$ cat src/rtl/inst_fetch_queue.sv
// Fetch stage: owns the fetch PC, drives the instruction-memory word address
// and buffers {PC+1, instruction} pairs in a small FIFO ahead of decode.
// A taken-branch redirect flushes the FIFO and reloads the fetch PC.
module inst_fetch_queue #(
  parameter int          DEPTH    = 4,
  parameter logic [29:0] RESET_PC = 30'h100000
) (
  input  logic                     clk,
  input  logic                     reset,
  output logic [29:0]              imem_addr,
  input  logic [31:0]              imem_data,
  input  logic                     imem_ready,
  input  logic                     redirect,
  input  logic [29:0]              redirect_target,
  input  logic                     out_ready,
  output logic                     out_valid,
  output logic [31:0]              out_inst,
  output logic [29:0]              out_pc_plus4,
  output logic [$clog2(DEPTH):0]   count
);

  localparam int AW = $clog2(DEPTH);
  localparam int CW = AW + 1;
  localparam logic [CW-1:0] FULL_COUNT = CW'(DEPTH);

  // Architectural state
  logic [29:0]   pc_q, pc_d;
  logic [AW-1:0] wr_ptr_q, wr_ptr_d;
  logic [AW-1:0] rd_ptr_q, rd_ptr_d;
  logic [CW-1:0] count_q, count_d;

  // Entry storage: [61:32] = PC[31:2]+1, [31:0] = instruction
  logic [61:0]   mem_q [DEPTH];
  logic [61:0]   head;

  logic          full;
  logic          pop;
  logic          push;

  // Handshake qualifiers; outputs come only from storage and count
  always_comb begin
    full      = (count_q == FULL_COUNT);
    out_valid = (count_q != '0);
    pop       = out_valid & out_ready;
    // A full FIFO still accepts a fetch when the head leaves this cycle
    push      = imem_ready & ~redirect & (~full | pop);
    head      = mem_q[rd_ptr_q];
    imem_addr = pc_q;
    count     = count_q;
    // Empty FIFO presents a nop with a zero PC so decode sees clean bubbles
    out_inst     = out_valid ? head[31:0]  : 32'h0;
    out_pc_plus4 = out_valid ? head[61:32] : 30'h0;
  end

  // Next-state: redirect flushes everything, otherwise push/pop independently
  always_comb begin
    pc_d     = pc_q;
    wr_ptr_d = wr_ptr_q;
    rd_ptr_d = rd_ptr_q;
    count_d  = count_q;
    if (redirect) begin
      // The head popped this cycle (if any) is still consumed by decode;
      // everything behind it is younger than the branch and is discarded.
      pc_d     = redirect_target;
      wr_ptr_d = '0;
      rd_ptr_d = '0;
      count_d  = '0;
    end else begin
      if (push) begin
        pc_d     = pc_q + 30'd1;
        wr_ptr_d = wr_ptr_q + AW'(1);
      end
      if (pop) begin
        rd_ptr_d = rd_ptr_q + AW'(1);
      end
      case ({push, pop})
        2'b10:   count_d = count_q + CW'(1);
        2'b01:   count_d = count_q - CW'(1);
        default: count_d = count_q;
      endcase
    end
  end

  // State register with synchronous reset
  always_ff @(posedge clk) begin
    if (reset) begin
      pc_q     <= RESET_PC;
      wr_ptr_q <= '0;
      rd_ptr_q <= '0;
      count_q  <= '0;
    end else begin
      pc_q     <= pc_d;
      wr_ptr_q <= wr_ptr_d;
      rd_ptr_q <= rd_ptr_d;
      count_q  <= count_d;
    end
  end

  // Entry write; contents need no reset because count gates visibility
  always_ff @(posedge clk) begin
    if (push && !reset) begin
      mem_q[wr_ptr_q] <= {pc_q + 30'd1, imem_data};
    end
  end

endmodule

$ cat config.mk
export PLATFORM = sky130hd
export DESIGN_NAME = inst_fetch_queue
export DESIGN_NICKNAME = d
export VERILOG_FILES = /design/src/rtl/inst_fetch_queue.sv
export SDC_FILE = /design/constraint.sdc
export NUM_CORES = 1
export LEC_CHECK = 0
export CORE_UTILIZATION = 55
export DETAILED_ROUTE_END_ITERATION = 10
export GPL_TIMING_DRIVEN = 0
export PLACE_DENSITY = 0.83
export SYNTH_ARGS = -nofsm -noshare
export SYNTH_HDL_FRONTEND = slang
export SYNTH_SLANG_ARGS = --single-unit
$ cat constraint.sdc
create_clock -name clk -period 4.1 [get_ports clk]
set_input_delay 0.615 -clock clk [delete_from_list [all_inputs] [get_ports clk]]
set_output_delay 0.615 -clock clk [all_outputs]
set_load 0.01 [all_outputs]
* After elaboration in Yosys (flattened, before gate mapping)
Memory sizes are Yosys's and may differ from the RTL's. A register that Yosys moved wholly into a read port is not among the register bits. Cells that the tools add are included.
Word-level totals: flip-flop bits (word level) 37, latch bits 0, memory bits (writable) 248, ROM bits 0, input bits 67, memories 1
Memory list:
- mem_q | words 4, bits a word 62, rd ports 1, clocked after Yosys merged registers in 1, write ports 1, line 33 | logic [61:0] mem_q [DEPTH];
Cells by class: add/subtract/negate cells 5, multipliers 0, div/mod/pow operators 0, $lt $le $gt $ge 0, equality and inequality tests 3, shift-type cells 0, muxes and demuxes 9, bitwise gates (word level) 6, reduce and logical (&&, ||, !) cells 6
Operators by type and width (count):
- $mux W30 | 3
- $mux W32 | 1
- $add A30 B1 Y30 const B | 1
- $pmux W3 S2 | 1
- $add A2 B1 Y2 const B | 2
- $mux W2 | 2
- $reduce_bool A2 Y1 | 2
- $add A3 B1 Y3 const B | 1
- $and A1 B1 Y1 | 3
- $eq A3 B3 Y1 const B | 1
- $reduce_bool A3 Y1 | 1
- $sub A3 B1 Y3 const B | 1
- $eq A2 B1 Y1 const B | 1
- $eq A2 B2 Y1 const B | 1
- $mux W1 | 2
- $not A1 Y1 | 2
- $reduce_or A2 Y1 | 1
- $logic_and A1 B1 Y1 | 1
- $logic_not A1 Y1 | 1
- $or A1 B1 Y1 | 1

* Logic depth before layout (Yosys ltp)
depth in word-level cells 7, mapped depth 7, mapped depth without buffers 7

* Worst setup path after synthesis
No wires, ideal clock.
path kind input port to flip-flop, start in redirect, end mem mem_q[0][0], enable pin, arrival 2.946 ns, required time 3.673 ns, path slack 0.727 ns, stages 4, path buffers 1, cell sequence nand2b_1 > nor2_1 > clkbuf_1 > and3_1
Between the ends: word-level cells in the longest chain between the ends 6
RTL lines:
- from (decl) | line 13 | input logic redirect,
- $not A1 Y1 | line 46 | push = imem_ready & ~redirect & (~full | pop);
- $and A1 B1 Y1 (2 in series) | line 46
- $logic_and A1 B1 Y1 | line 101 | if (push && !reset) begin
- $mux W1 | line 101
- $mux W1 (not written as such) | line 102 | mem_q[wr_ptr_q] <= {pc_q + 30'd1, imem_data};
- to (decl) | line 33
No other way between the ends.

==> results.py <==
metrics = {
    "synthesis": {
        "synth_area_leaders": "edfxtp_1, mux4_2, dfxtp_1, and2_1, xnor2_1",
        "synthArstFlopShare": 0,
        "yosys.area.top_type": "edfxtp_1",
        "yosysWarnings": 0,
        "synth-main-ff-cell": "edfxtp_1",
        "ys_types": 50,
        "netlist_area_sq_um": 11800,
        "yosysMostFrequentCell": "edfxtp_1",
        "synthCells": 710,
        "seq_area_frac_synth": 0.696,
        "yosysTopAreaCellShare": 0.630,
        "synth-seq-cells": 287,
        "synth_nets": 783,
        "synth.top_cells.by_count": "edfxtp_1, and2_1, mux4_2, dfxtp_1, nand2_1",
        "avgSynthCellArea_sq_um": 16.7,
        "synth_edf_count": 248,
    },
    "timing": {
        "holdWs_ns": 0.517,
        "fin_tns_setup_ns": 0,
        "timing.final.crit_share": 0.885,
        "hold_viol_final": 0,
        "maxSlewHeadroom": 0.350,
        "setup_viol": 0,
        "grt_setup_unrepaired": "false",
        "tightest_slew_ns": 0.972,
        "slew_viol_final": 0,
        "fmax_mhz": 276,
        "fin_crit_ns": 3.63,
        "finClkSkew_ns": 0.00949,
    },
    "clock_tree": {
        "htreeDepth": 1,
        "cts_num_sinks": 287,
        "cts_setup_buffers": 0,
        "clk_pin_slew_worst_paths_ns": 0.06,
        "clkLatencyLatePin_ns": 0.54,
        "clockRootBuffer": "clkbuf_16",
        "cts_resized": 0,
        "cts_tree": "built",
        "cts_made_buffers": 29,
        "hold_buffers": 0,
        "cts_buffer_depth": 3,
    },
    "critical_path": {
        "critPathTopFamily": "buffers and inverters",
        "start_kind": "register",
        "cp.buffers_inverters": 3,
        "worst_ep_required_time_ns": 3.48,
        "crit_path_end_kind": "primary output",
        "r2r_slack_ns": 1.14,
        "ff2ff_path_depth": 5,
        "slowest_stage": "mux4_2",
        "crit_type": "register to primary output",
        "worstReg2RegStart": "count[0]$_SDFFE_PP0P_",
        "worstReg2RegEnd": "mem_q[2][28]$_DFFE_PP_",
        "max_stage_delay_ns": 0.59,
        "arrival_ns": 3.01,
        "crit_chain": "clkbuf_1 > buf_2 > mux4_2 > and2_1 > clkdlybuf4s50_1",
        "cp_max_fo": 10,
    },
    "grt": {
        "antenna_found_initial": 0,
        "grt_overflow": 0,
        "grt_pass1_wl_mm": 40.0,
        "grt_start_max_net_pins": 53,
        "grt_usage": 0.240,
        "grt_pass1_vias": 7234,
    },
    "routing": {
        "drc_errors": 0,
        "drt_iter0_drc": 535,
        "vias": 7132,
        "ant_nets": 0,
        "post_drt_wl_per_cell_microns": 21.6,
        "routed_wl_mm": 26.0,
        "firstDrtPassIters": 5,
        "via_per_inst": 5.92,
    },
    "pwr": {
        "p_leak_nw": 4.85,
        "power_w": 0.00642,
        "power_density_nw_per_um2": 432,
        "peakVddDrop_v": 0.000322,
    },
    "placement": {
        "place_congestion": 0.941,
        "postPlaceCellArea_sq_um": 13900,
        "numPortBuffers": 162,
        "dp_hpwl_mm": 17.0,
    },
    "layout": {
        "final_area_sq_um": 14900,
        "layout-drive-gt1-share": 0.142,
        "n_fill_cell": 1328,
        "syn_to_final_growth_pct": 25.8,
        "utilization": 0.708,
        "finalNetCount": 980,
        "antenna_cells": 0,
    },
    "die": {
        "rows": 53,
        "die_y_microns": 149,
        "io_pins": 163,
        "die_w_microns": 149,
        "core_area_sq_um": 21000,
        "start_util": 0.563,
        "design.die.area_sq_um": 22100,
    },
    "worst_hold_path": {
        "hp-class": "register to register",
        "hold_end": "wr_ptr_q[1]$_SDFFE_PP0P_",
        "hold_path.startpoint": "wr_ptr_q[1]$_SDFFE_PP0P_",
        "worstHoldPathCells": 2,
    },
    "job": {
        "maxCapViolCount": 0,
    },
    "status": {
        "status": "finished clean",
    },
}
==> worst max-delay path by stage <==
stage | from | to | slack [ns] | cells past startpoint
after global placement | imem_ready | mem_q[0][22]$_DFFE_PP_ | -1.44 | 5
after detailed placement | imem_ready | mem_q[2][43]$_DFFE_PP_ | 0.46 | 6
after CTS | register | out_pc_plus4[9] | 0.37 | 5
after global routing | register | out_pc_plus4[9] | 0.30 | 5
after floorplan | redirect | mem_q[0][0]$_DFFE_PP_ | 0.73 | 4
final | register | out_pc_plus4[9] | 0.47 | 5
==> cell families after synthesis <==
group	count (synthesis)	synth area share
XOR/XNOR	32	0.0237
AO/OA/AOI/OAI	76	0.0433
adder cells (fa/ha/maj)	6	0.00698
AND/OR/NAND/NOR	195	0.0935
buffers and inverters	51	0.0179
multiplexers	63	0.119
flip-flops	287	0.696
==> layout make-up <==
| type | instances | area, sq um | area share |
|---|---|---|---|
| clock buffers | 35 | 768 | 0.0516 |
| well taps | 275 | 344 | 0.0231 |
| multi-input cells | 372 | 3410 | 0.229 |
| plain buffers | 41 | 174 | 0.0117 |
| flip-flops and latches | 287 | 8230 | 0.553 |
| repair buffers | 166 | 1730 | 0.116 |
| clock inverters | 18 | 188 | 0.0126 |
| inverters | 10 | 37.5 | 0.00252 |
==> cell usage in the layout, fill, tap and decap left out, drive strengths merged, types with 16 or more instances in the layout <==
cell type / Yosys / routed
clkbuf: 29 / 64
nor2: 28 / 28
edfxtp: 248 / 248
and2: 62 / 62
a21oi: 21 / 21
nand3: 25 / 25
dfxtp: 39 / 39
clkdlybuf4s50: 0 / 162
nand2: 32 / 32
mux4: 62 / 62
xnor2: 23 / 23
buf: 12 / 16
==> worst min-delay path: cells and delay by family (launching register included) <==
kind            cells  cell delay [ns]
compound gates      1             0.06
simple gates        1             0.07
flops               1             0.34
==> where the power goes <==
part,switching (W),internal [W]
combinational,0.000252,0.000270
clock,0.00106,0.00158
sequential,0.0000412,0.00322
==> stage by stage <==
stage | cells | setup WS (ns)
2_1_floorplan | 710 | 0.727
3_3_place_gp | 1147 | -1.44
3_5_place_dp | 1151 | 0.459
4_1_cts | 1204 | 0.365
5_1_grt | 1204 | 0.300
6_report | 1204 | 0.472
==> flip-flops by register name, indices dropped and copies added (netlist names), named ones only <==
register	flops
imem_addr	30
wr_ptr_q	2
mem_q	248
count	3
rd_ptr_q	2
==> per-layer routing <==
layer / vias to the layer above / wire [microns] / track usage / share of wire
met5: - / 0 / 0 / 0
met4: 0 / 641 / 0.0768 / 0.025
met3: 56 / 2540 / 0.0396 / 0.098
met2: 387 / 12100 / 0.381 / 0.47
met1: 3517 / 10700 / 0.342 / 0.41
li1: 3172 / - / - / -
Power figures use the tool's default switching activity.
